### src/rtl/axi_lite_core_regs.sv
// AXI4-Lite register front end for a sign/verify/hash core.
// Provides control, sticky status, operand windows (MSG/KEY) and a result window (OUT).
// AW and W are captured independently into hold registers; a write executes
// once both address and data are present, and the response follows one cycle later.
module axi_lite_core_regs #(
  parameter int MSG_WORDS  = 8,
  parameter int KEY_WORDS  = 8,
  parameter int OUT_WORDS  = 16,
  parameter int ADDR_WIDTH = 8
) (
  input  logic                    clk,
  input  logic                    rst_n,
  // write address / data / response channels
  input  logic [ADDR_WIDTH-1:0]   i_s_axi_awaddr,
  input  logic                    i_s_axi_awvalid,
  output logic                    o_s_axi_awready,
  input  logic [31:0]             i_s_axi_wdata,
  input  logic [3:0]              i_s_axi_wstrb,
  input  logic                    i_s_axi_wvalid,
  output logic                    o_s_axi_wready,
  output logic [1:0]              o_s_axi_bresp,
  output logic                    o_s_axi_bvalid,
  input  logic                    i_s_axi_bready,
  // read address / data channels
  input  logic [ADDR_WIDTH-1:0]   i_s_axi_araddr,
  input  logic                    i_s_axi_arvalid,
  output logic                    o_s_axi_arready,
  output logic [31:0]             o_s_axi_rdata,
  output logic [1:0]              o_s_axi_rresp,
  output logic                    o_s_axi_rvalid,
  input  logic                    i_s_axi_rready,
  // core interface
  output logic                    o_start_op,
  output logic [1:0]              o_op_select,
  output logic [MSG_WORDS*32-1:0] o_msg_in,
  output logic [KEY_WORDS*32-1:0] o_key_in,
  input  logic [OUT_WORDS*32-1:0] i_sig_out,
  input  logic [OUT_WORDS*32-1:0] i_hash_out,
  input  logic                    i_busy,
  input  logic                    i_done,
  input  logic                    i_error,
  output logic                    o_irq
);

  typedef enum logic [2:0] {
    RG_CTRL   = 3'd0,
    RG_STATUS = 3'd1,
    RG_INFO   = 3'd2,
    RG_MSG    = 3'd3,
    RG_KEY    = 3'd4,
    RG_OUT    = 3'd5,
    RG_NONE   = 3'd6
  } reg_sel_e;

  localparam logic [1:0] RESP_OKAY   = 2'b00;
  localparam logic [1:0] RESP_SLVERR = 2'b10;
  localparam logic [1:0] OP_HASH     = 2'd2;

  // Maps a byte address to a register class; misaligned, out-of-window and
  // anything above the 256-byte map fall into RG_NONE.
  function automatic reg_sel_e decode(input logic [ADDR_WIDTH-1:0] a);
    logic [ADDR_WIDTH-1:0] hi;
    logic [3:0]            idx;
    reg_sel_e              sel;
    hi  = a >> 4'd8;
    idx = a[5:2];
    sel = RG_NONE;
    if ((hi == {ADDR_WIDTH{1'b0}}) && (a[1:0] == 2'b00)) begin
      case (a[7:6])
        2'b00: begin
          case (idx)
            4'h0:    sel = RG_CTRL;
            4'h1:    sel = RG_STATUS;
            4'h2:    sel = RG_INFO;
            default: sel = RG_NONE;
          endcase
        end
        2'b01:   sel = (int'(idx) < MSG_WORDS) ? RG_MSG : RG_NONE;
        2'b10:   sel = (int'(idx) < KEY_WORDS) ? RG_KEY : RG_NONE;
        2'b11:   sel = (int'(idx) < OUT_WORDS) ? RG_OUT : RG_NONE;
        default: sel = RG_NONE;
      endcase
    end else begin
      sel = RG_NONE;
    end
    return sel;
  endfunction

  // state
  logic                  r_aw_held, r_w_held;
  logic [ADDR_WIDTH-1:0] r_aw_addr;
  logic [31:0]           r_w_data;
  logic [3:0]            r_w_strb;
  logic                  r_bvalid, r_rvalid;
  logic [1:0]            r_bresp, r_rresp;
  logic [31:0]           r_rdata;
  logic                  r_irq_en, r_start_op, r_done_st, r_err_st, r_irq;
  logic [1:0]            r_op_select, r_last_op;
  logic [31:0]           r_msg [MSG_WORDS];
  logic [31:0]           r_key [KEY_WORDS];

  // combinational
  logic                  w_aw_hs, w_w_hs, w_ar_hs, w_wr_exec;
  logic [ADDR_WIDTH-1:0] w_wr_addr;
  logic [31:0]           w_wr_data;
  logic [3:0]            w_wr_strb;
  logic [3:0]            w_wr_idx, w_rd_idx;
  reg_sel_e              w_wr_sel, w_rd_sel;
  logic                  w_wr_err, w_start_req, w_start_fire;
  logic                  w_ctrl_we, w_msg_we, w_key_we, w_done_clr, w_err_clr;
  logic [31:0]           w_rd_data;
  logic                  w_rd_err;

  // Readies are forced low while reset is asserted.
  assign o_s_axi_awready = rst_n & ~r_aw_held & ~r_bvalid;
  assign o_s_axi_wready  = rst_n & ~r_w_held & ~r_bvalid;
  assign o_s_axi_arready = rst_n & ~r_rvalid;

  assign w_aw_hs = i_s_axi_awvalid & o_s_axi_awready;
  assign w_w_hs  = i_s_axi_wvalid & o_s_axi_wready;
  assign w_ar_hs = i_s_axi_arvalid & o_s_axi_arready;

  // Held beats take priority; otherwise the beat handshaking this cycle is used.
  assign w_wr_addr = r_aw_held ? r_aw_addr : i_s_axi_awaddr;
  assign w_wr_data = r_w_held ? r_w_data : i_s_axi_wdata;
  assign w_wr_strb = r_w_held ? r_w_strb : i_s_axi_wstrb;
  assign w_wr_exec = (r_aw_held | w_aw_hs) & (r_w_held | w_w_hs) & ~r_bvalid;

  assign w_wr_sel = decode(w_wr_addr);
  assign w_rd_sel = decode(i_s_axi_araddr);
  assign w_wr_idx = w_wr_addr[5:2];
  assign w_rd_idx = i_s_axi_araddr[5:2];

  assign w_start_req  = w_wr_strb[0] & w_wr_data[0];
  assign w_ctrl_we    = w_wr_exec & (w_wr_sel == RG_CTRL) & w_wr_strb[0];
  assign w_start_fire = w_wr_exec & (w_wr_sel == RG_CTRL) & w_start_req & ~i_busy;
  assign w_msg_we     = w_wr_exec & (w_wr_sel == RG_MSG) & ~i_busy;
  assign w_key_we     = w_wr_exec & (w_wr_sel == RG_KEY) & ~i_busy;
  assign w_done_clr   = w_wr_exec & (w_wr_sel == RG_STATUS) & w_wr_strb[0] & w_wr_data[1];
  assign w_err_clr    = w_wr_exec & (w_wr_sel == RG_STATUS) & w_wr_strb[0] & w_wr_data[2];

  // Write response code for the executing write.
  always_comb begin
    w_wr_err = 1'b1;
    case (w_wr_sel)
      RG_CTRL:        w_wr_err = w_start_req & i_busy;
      RG_STATUS:      w_wr_err = 1'b0;
      RG_MSG, RG_KEY: w_wr_err = i_busy;
      default:        w_wr_err = 1'b1;
    endcase
  end

  // Read data mux; reflects register contents before any same-cycle write.
  always_comb begin
    w_rd_data = 32'h0000_0000;
    w_rd_err  = 1'b0;
    case (w_rd_sel)
      RG_CTRL:   w_rd_data = {28'h000_0000, r_irq_en, r_op_select, 1'b0};
      RG_STATUS: w_rd_data = {29'h0000_0000, r_err_st, r_done_st, i_busy};
      RG_INFO:   w_rd_data = {8'(OUT_WORDS), 8'(KEY_WORDS), 8'(MSG_WORDS), 8'h01};
      RG_MSG: begin
        for (int i = 0; i < MSG_WORDS; i++) begin
          if (w_rd_idx == 4'(i)) w_rd_data = r_msg[i];
          else                   w_rd_data = w_rd_data;
        end
      end
      RG_KEY: begin
        for (int i = 0; i < KEY_WORDS; i++) begin
          if (w_rd_idx == 4'(i)) w_rd_data = r_key[i];
          else                   w_rd_data = w_rd_data;
        end
      end
      RG_OUT: begin
        for (int i = 0; i < OUT_WORDS; i++) begin
          if (w_rd_idx == 4'(i))
            w_rd_data = (r_last_op == OP_HASH) ? i_hash_out[32*i +: 32] : i_sig_out[32*i +: 32];
          else
            w_rd_data = w_rd_data;
        end
      end
      default: w_rd_err = 1'b1;
    endcase
  end

  // AW/W hold registers: capture on handshake, clear when the write executes.
  always_ff @(posedge clk or negedge rst_n) begin
    if (!rst_n) begin
      r_aw_held <= 1'b0;
      r_aw_addr <= {ADDR_WIDTH{1'b0}};
      r_w_held  <= 1'b0;
      r_w_data  <= 32'h0000_0000;
      r_w_strb  <= 4'h0;
    end else begin
      if (w_wr_exec) begin
        r_aw_held <= 1'b0;
        r_w_held  <= 1'b0;
      end else begin
        if (w_aw_hs) begin
          r_aw_held <= 1'b1;
          r_aw_addr <= i_s_axi_awaddr;
        end
        if (w_w_hs) begin
          r_w_held <= 1'b1;
          r_w_data <= i_s_axi_wdata;
          r_w_strb <= i_s_axi_wstrb;
        end
      end
    end
  end

  // Write response channel.
  always_ff @(posedge clk or negedge rst_n) begin
    if (!rst_n) begin
      r_bvalid <= 1'b0;
      r_bresp  <= RESP_OKAY;
    end else if (w_wr_exec) begin
      r_bvalid <= 1'b1;
      r_bresp  <= w_wr_err ? RESP_SLVERR : RESP_OKAY;
    end else if (r_bvalid && i_s_axi_bready) begin
      r_bvalid <= 1'b0;
      r_bresp  <= RESP_OKAY;
    end
  end

  // Read data channel; data held stable until the master accepts it.
  always_ff @(posedge clk or negedge rst_n) begin
    if (!rst_n) begin
      r_rvalid <= 1'b0;
      r_rresp  <= RESP_OKAY;
      r_rdata  <= 32'h0000_0000;
    end else if (w_ar_hs) begin
      r_rvalid <= 1'b1;
      r_rresp  <= w_rd_err ? RESP_SLVERR : RESP_OKAY;
      r_rdata  <= w_rd_err ? 32'h0000_0000 : w_rd_data;
    end else if (r_rvalid && i_s_axi_rready) begin
      r_rvalid <= 1'b0;
    end
  end

  // CTRL fields, start pulse and the op latched at the last accepted start.
  always_ff @(posedge clk or negedge rst_n) begin
    if (!rst_n) begin
      r_irq_en    <= 1'b0;
      r_op_select <= 2'd0;
      r_last_op   <= 2'd0;
      r_start_op  <= 1'b0;
    end else begin
      r_start_op <= w_start_fire;
      if (w_ctrl_we) begin
        r_irq_en    <= w_wr_data[3];
        r_op_select <= w_wr_data[2:1];
      end
      if (w_start_fire) r_last_op <= w_wr_data[2:1];
    end
  end

  // Sticky status bits: a set from the core wins over a software clear.
  always_ff @(posedge clk or negedge rst_n) begin
    if (!rst_n) begin
      r_done_st <= 1'b0;
      r_err_st  <= 1'b0;
      r_irq     <= 1'b0;
    end else begin
      if (i_done)          r_done_st <= 1'b1;
      else if (w_done_clr) r_done_st <= 1'b0;
      if (i_error)         r_err_st  <= 1'b1;
      else if (w_err_clr)  r_err_st  <= 1'b0;
      r_irq <= r_irq_en & (r_done_st | r_err_st);
    end
  end

  // Message window with byte-lane writes.
  always_ff @(posedge clk or negedge rst_n) begin
    if (!rst_n) begin
      for (int i = 0; i < MSG_WORDS; i++) r_msg[i] <= 32'h0000_0000;
    end else begin
      for (int i = 0; i < MSG_WORDS; i++) begin
        for (int k = 0; k < 4; k++) begin
          if (w_msg_we && (w_wr_idx == 4'(i)) && w_wr_strb[k])
            r_msg[i][8*k +: 8] <= w_wr_data[8*k +: 8];
        end
      end
    end
  end

  // Key window with byte-lane writes.
  always_ff @(posedge clk or negedge rst_n) begin
    if (!rst_n) begin
      for (int i = 0; i < KEY_WORDS; i++) r_key[i] <= 32'h0000_0000;
    end else begin
      for (int i = 0; i < KEY_WORDS; i++) begin
        for (int k = 0; k < 4; k++) begin
          if (w_key_we && (w_wr_idx == 4'(i)) && w_wr_strb[k])
            r_key[i][8*k +: 8] <= w_wr_data[8*k +: 8];
        end
      end
    end
  end

  for (genvar g = 0; g < MSG_WORDS; g++) begin : g_msg
    assign o_msg_in[32*g +: 32] = r_msg[g];
  end
  for (genvar g = 0; g < KEY_WORDS; g++) begin : g_key
    assign o_key_in[32*g +: 32] = r_key[g];
  end

  assign o_s_axi_bvalid = r_bvalid;
  assign o_s_axi_bresp  = r_bresp;
  assign o_s_axi_rvalid = r_rvalid;
  assign o_s_axi_rresp  = r_rresp;
  assign o_s_axi_rdata  = r_rdata;
  assign o_start_op     = r_start_op;
  assign o_op_select    = r_op_select;
  assign o_irq          = r_irq;

endmodule

### config.mk
export PLATFORM = sky130hd
export DESIGN_NAME = axi_lite_core_regs
export DESIGN_NICKNAME = d
export VERILOG_FILES = /design/src/rtl/axi_lite_core_regs.sv
export SDC_FILE = /design/constraint.sdc
export NUM_CORES = 2
export LEC_CHECK = 0
export ABC_AREA = 0
export BUFFER_PORTS_ARGS = -buffer_cell sky130_fd_sc_hd__buf_2
export CAP_MARGIN = 10
export CORE_AREA = 2 2 639 641
export DETAILED_ROUTE_END_ITERATION = 10
export DIE_AREA = 0 0 641 643
export REMOVE_ABC_BUFFERS = 1
export SETUP_SLACK_MARGIN = 0.4
export SYNTH_ARGS = -nofsm -noshare
export SYNTH_HDL_FRONTEND = slang
export SYNTH_SLANG_ARGS = --single-unit
### constraint.sdc
create_clock -name clk -period 2.8 [get_ports clk]
set_input_delay 0.28 -clock clk [delete_from_list [all_inputs] [get_ports clk]]
set_output_delay 0.28 -clock clk [all_outputs]
set_load 0.01 [all_outputs]
Yosys cells after proc, flatten, opt, wreduce, memory -nomap -nowiden
Cells that the tools add are included.
{"block": "word_totals", "reg_bits": 605, "inputBits": 1086, "out_inout_bits": 557, "elab_cells": 334}
{"block": "op_classes", "n_lt_le_gt_ge": 2, "n_eq_ne": 37, "n_mux": 80, "bitwise": 34, "n_reduce_logical": 100}
{"operator": "2-to-1 mux 32 bit", "n": 50}
{"operator": "case mux 32 bit (6 select lines)", "n": 1}
{"operator": "logical AND 1 bit", "n": 82}
{"operator": "== test 4 x 3 -> 1 bit (second input constant)", "n": 8}
{"operator": "== test 4 bit (second input constant)", "n": 8}
{"operator": "bitwise AND 1 bit", "n": 25}
{"operator": "case mux 3 bit (4 select lines)", "n": 2}
{"operator": "case mux 3 bit (3 select lines)", "n": 2}
{"operator": "== test 4 x 2 -> 1 bit (second input constant)", "n": 4}
{"operator": "2-to-1 mux 1 bit", "n": 12}
{"operator": "2-to-1 mux 2 bit", "n": 6}
{"operator": "2-to-1 mux 3 bit", "n": 4}
{"operator": "nonzero test 2 bit", "n": 6}
{"operator": "== test 2 bit (second input constant)", "n": 5}
{"operator": "== test 3 x 2 -> 1 bit (second input constant)", "n": 3}
{"operator": "== test 3 bit (second input constant)", "n": 3}
{"operator": "== test 4 x 1 -> 1 bit (second input constant)", "n": 2}
{"operator": "logical NOT 2 bit", "n": 4}
{"operator": "logical NOT 4 bit", "n": 2}
{"operator": "< comparator 4 bit (second input constant)", "n": 2}
{"operator": "2-to-1 mux 8 bit", "n": 1}
{"operator": "== test 3 x 1 -> 1 bit (second input constant)", "n": 2}
{"operator": "logical NOT 3 bit", "n": 2}
{"operator": "NOT 1 bit", "n": 6}
{"operator": "other kinds (7)", "n": 11}

Longest topological paths before layout
{"block": "depth", "depth_word": 20, "ltp_mapped": 13}

Worst setup path before layout
Ideal clock, no wire load.
{"block": "synth_timing", "path_kind": "register to register", "start": "register r_last_op[1]", "end": "register r_rdata[2] (netlist: o_s_axi_rdata[2])", "setup_time_ns": 0.129, "arrival_ns": 2.402, "slack_ns": 0.269, "stages_incl_launch_ff": 13, "path_buffers": 5, "cell_sequence": "dfrtp_1 > nand2b_1 > buf_2 > buf_2 > buf_2 > buf_4 > buf_2 > mux2i_1 > o22ai_1 > nor4_1 > o21ai_0 > o211ai_1 > nand3_1"}
{"block": "synth_between", "elab_chain_len": 20, "elab_cells_between_ends": 35}
{"item": "from (decl)", "line_no": "98", "source": "logic [1:0] r_op_select, r_last_op;"}
{"item": "from (signal assigned)", "line_no": "253", "source": "if (w_start_fire) r_last_op <= w_wr_data[2:1];"}
{"item": "== test 2 bit *", "line_no": "176", "source": "w_rd_data = (r_last_op == OP_HASH) ? i_hash_out[32*i +: 32] : i_sig_out[32*i +: 32];"}
{"item": "2-to-1 mux 32 bit", "line_no": "176"}
{"item": "2-to-1 mux 32 bit (15 in series)", "line_no": "175", "source": "if (w_rd_idx == 4'(i))"}
{"item": "2-to-1 mux 32 bit *", "line_no": "175"}
{"item": "case mux 32 bit (6 select lines) *", "line_no": "157", "source": "case (w_rd_sel)"}
{"item": "2-to-1 mux 32 bit *", "line_no": "234", "source": "r_rdata <= w_rd_err ? 32'h0000_0000 : w_rd_data;"}
{"item": "to (signal assigned)", "line_no": "234"}
{"item": "to (decl)", "line_no": "96", "source": "logic [31:0] r_rdata;"}
Mark *: on every way between the ends. The rest lies on a longest branch, timed or not.
A chain may end at the register's enable or synchronous reset.

Worst setup path in the final report
{"block": "layout_timing", "start": "register r_last_op[1]", "end": "register r_rdata[25] (netlist: o_s_axi_rdata[25])"}
The elaborated chain is that of the path after synthesis.

==> results.tsv <==
stage	metric	value	unit
clocking	cts_tree	built	
yosys	mux_cell_area_share_after_synthesis	13.6	%
critical_path	crit_family	compound AO/OA/AOI/OAI gates	
placed_design	port-buffer-count	1640	
yosys	synth-xor-area-share	0	%
power_and_ir_drop	power-per-cell-area	444	nW/um^2
clocking	worst_setup_hold_path_clk_slew	0.08	ns
global_route	grt_pass1_wl	636000	um
critical_path	worst-path-stages	13	
cells_and_area	layout-drive-gt1-share	48.0	%
cells_and_area	finish.cell_count_without_fillers	12360	
cells_and_area	seqCellArea	15100	sq um
yosys	synth_top_family_by_area	compound AO/OA/AOI/OAI gates	
critical_path	timing_worst_setup_path_type	reg -> reg	
critical_path	regToRegEndpoint	o_s_axi_rdata[25]	
placed_design	placedCellCount	11599	
floorplanning	floorplan.die.width	641	um
placed_design	finalWeightedCongestion	1.00	
power_and_ir_drop	p_leak	29.7	nW
yosys	netlist.top_cell.by_area	dfrtp_1	
yosys	synth-compound-area-share	20.2	%
critical_path	reg2regPathDepth	13	
critical_path	worst_setup_path_start_kind	register	
yosys	simple_gate_portion_of_the_synthesized_area	18.9	%
routing	postRouteAntennaNets	0	
routing	detail_route.wl_per_cell	43.4	um
routing	detail_route.first_pass.iterations	6	
routing	detailedRoute.firstIterationViolations	5172	
critical_path	setup.reg_to_reg.worst_slack	-0.30	ns
yosys	ffs_w_async_s_r_synth	100	%
routing	post_drt_via_cell_ratio	4.04	
timing	peak_freq	322	MHz
global_route	grt_overflow	0	
critical_path	critical_path.cell_chain	nand2b_4, buf_12, buf_6, buf_12, mux2i_2, o21ai_0, a211oi_2, buf_4, o21ai_1, a21oi_4, buf_4, nor3_2, a211o_1	
cells_and_area	filler_cell_count	46474	
placed_design	hpwl	472000	um
power_and_ir_drop	vdd_ir_drop_max	0.427	mV
cells_and_area	most-common-layout-cells	1636 x buf_2, 1046 x nand2_1, 602 x dfrtp_1, 565 x buf_4, 499 x o21ai_0	
global_route	grt_usage	24.9	%
run_status	failed_checks	negative setup slack	
floorplanning	placeableCoreArea	405000	sq um
routing	routed_wirelength	537000	um
critical_path	cp.arrival	3.71	ns
timing	tightest_slew	0.929	ns
power_and_ir_drop	p_clk_share	36.9	%
timing	report.final.hold_viol_count	0	
global_route	antenna_violations_before_repair	599	
yosys	synth_cell_types	64	
worst_hold_path	hold_path.startpoint	i_sig_out[452]	
cells_and_area	syn2layout_area_growth	83.1	%
yosys	synth_flop_cell	dfrtp_1	
yosys	syn_area_per_cell	8.40	sq um
cells_and_area	most_common_cell_after_layout_fill_and_taps_aside	buf_2	
floorplanning	num_rows	234	
critical_path	regToRegStartpoint	r_last_op[1]	
timing	final-max-slew-violation-count	0	
timing	setup_violations	19	
floorplanning	initial_core_util	8.68	%
critical_path	critical_path.max_stage_delay	0.43	ns
yosys	yosys.area.top_type_share	42.9	%
floorplanning	die_area	412000	sq um
timing	timing.final.crit_share	111	%
routing	route.detailed.drc	0	
cells_and_area	final_nets	7510	
yosys	ys_ff_latch	603	
global_route	grt_start_max_net_pins	128	
critical_path	endpoint_kind	register	
clocking	htreeDepth	3	
critical_path	worst_ep_required_time	3.40	ns
floorplanning	dieHeight	643	um
yosys	syn-cell-area	35200	sq um
timing	max_slew_margin	37.7	%
power_and_ir_drop	p_switching	10.6	mW
yosys	synthCells	4185	
routing	vias	49887	
yosys	synth_adder_area_share	0	%
timing	setup_ws	-0.304	ns
timing	grt_setup_unrepaired	yes	
power_and_ir_drop	power_report.internal_total	18.0	mW
worst_hold_path	hold_path_end	o_s_axi_rdata[4]	
global_route	first_global_vias	45688	
power_and_ir_drop	fraction_of_power_consumed_by_combinational_cells	29.4	%
cells_and_area	multi_input_area	21200	sq um
clocking	clock_tree.root_cell	clkbuf_16	
flow_run	maxCapViolations	0	
floorplanning	design.portCount	1643	
timing	hold-worst-slack	0.0459	ns
timing	period_minus_slack	3.10	ns
worst_hold_path	worstHoldPathCells	5	
yosys	number_of_synthesized_flops_with_an_enable_pin	0	
critical_path	path_max_fanout	22	
timing	fin_worst_skew	0.0593	ns
clocking	clk_latency	0.71	ns
yosys	ys_top_cells_by_area	dfrtp_1 43%, nand2_1 12%, o21ai_0 8.7%	
yosys	yosys_warnings	0	
power_and_ir_drop	netSwitchingFraction	36.9	%
clocking	clockBufferDepth	3	
worst_hold_path	hold_path_class	in -> reg	
critical_path	cp_slowest_cell	dfrtp_1	
clocking	clock_sink_count	603	
critical_path	worstPathBufferInverterCount	5	
power_and_ir_drop	p_seq_share	33.7	%
clocking	clock_buffer_count_from_cts	75	
run_status	outcome	finished, violations left	
yosys	synth-seq-area-share	42.9	%
## state kept, by name, indices dropped and copies added, names as in the netlist, 2 cells and up
| signal | flops |
|---|---|
| o_op_select | 2 |
| o_key_in | 256 |
| o_s_axi_rdata | 32 |
| r_last_op | 2 |
| o_msg_in | 256 |
| r_aw_addr | 8 |
| r_w_strb | 4 |
| r_w_data | 32 |
## per-stage QoR
step | instance area (sq um) | TNS (ns) | worst slack [ns] | power (mW) | utilization (%)
floorplan | 33700 | -993.02 | -11.58 | 12.2 | -
CTS | 61300 | -2.48 | -0.230 | 28.6 | 15.1
global route | 64100 | -5.14 | -0.364 | 29.5 | 15.8
global placement | 56000 | -18.31 | -0.830 | 17.4 | 13.8
detailed placement | 56000 | -16.68 | -0.807 | 17.4 | 13.8
finish | 64400 | -3.48 | -0.304 | 28.6 | 15.9
## cell usage after synthesis (all sizes together) (8+ instances only)
cell     number
a211oi       15
a21oi       230
a221o        12
a221oi       20
a222oi       12
a22oi        59
a31oi        62
a32oi        27
buf         134
clkbuf      224
dfrtp       603
inv          14
mux2         74
mux2i       283
mux4         49
nand2      1163
nand2b        9
nand3       131
nand4        69
nor2         74
nor2b        13
nor3         47
nor4         36
o2111ai      11
o21ai       612
o22ai       106
o31ai         8
o41ai         8
or4          10
## metal layers
layer | vias up | global-route usage [%] | part of all wire, %
li1 | 20117 | - | -
met2 | 3670 | 43.6 | 50
met5 | - | 0 | 0.17
met3 | 1427 | 8.98 | 9.7
met1 | 24535 | 25.2 | 34
met4 | 138 | 14.7 | 7.1
## power by group through the flow
stage / combinational (mW) / clock [mW] / sequential [mW]
after floorplan: 2.35 / 0 / 9.81
after global placement: 7.65 / 0 / 9.76
after detailed placement: 7.64 / 0 / 9.79
after CTS: 8.15 / 10.8 / 9.63
after global routing: 8.69 / 11.1 / 9.70
final: 8.41 / 10.5 / 9.65
## cells by family (layout without fill, tap and decap cells)
kind of cell,after synthesis,after routing
AOI/OAI and AO/OA,1230,1230
other,1,453
and+or+nand+nor,1572,1573
buffers and inverters,373,2667
muxes,406,406
DFF,603,603
## tightest hold or removal path, stage by stage
cell	delay, ns
buf_2	0.09
nand2_1	0.09
nand3_1	0.09
nand4_1	0.09
o21ai_1	0.06
## how the worst max path moves through the flow
stage / from / to
after CTS: r_last_op[1] / o_s_axi_rdata[27]
final: r_last_op[1] / o_s_axi_rdata[25]
after floorplan: r_last_op[0] / o_s_axi_rdata[21]
after detailed placement: r_last_op[1] / o_s_axi_rdata[22]
after global routing: r_last_op[1] / o_s_axi_rdata[28]
after global placement: i_s_axi_araddr[5] / o_s_axi_rdata[13]
## area by class of cell
type	instances	area share, %
clock inverters	35	0.729
well taps	5428	10.5
clock buffers	99	3.21
flip-flops and latches	603	23.4
multi-input cells	3211	32.9
repair buffers	2518	27.4
diodes	451	1.75
inverters	15	0.0913
## what timing repair did
action,in CTS,in global routing
setup endpoints to repair,501,539
endpoints found under the hold margin,69,0
gates resized for setup,365,357
hold buffers,75,0
setup buffers,23,53
gates cloned,13,12
pin swaps,84,104
Power figures use the tool's default switching activity.
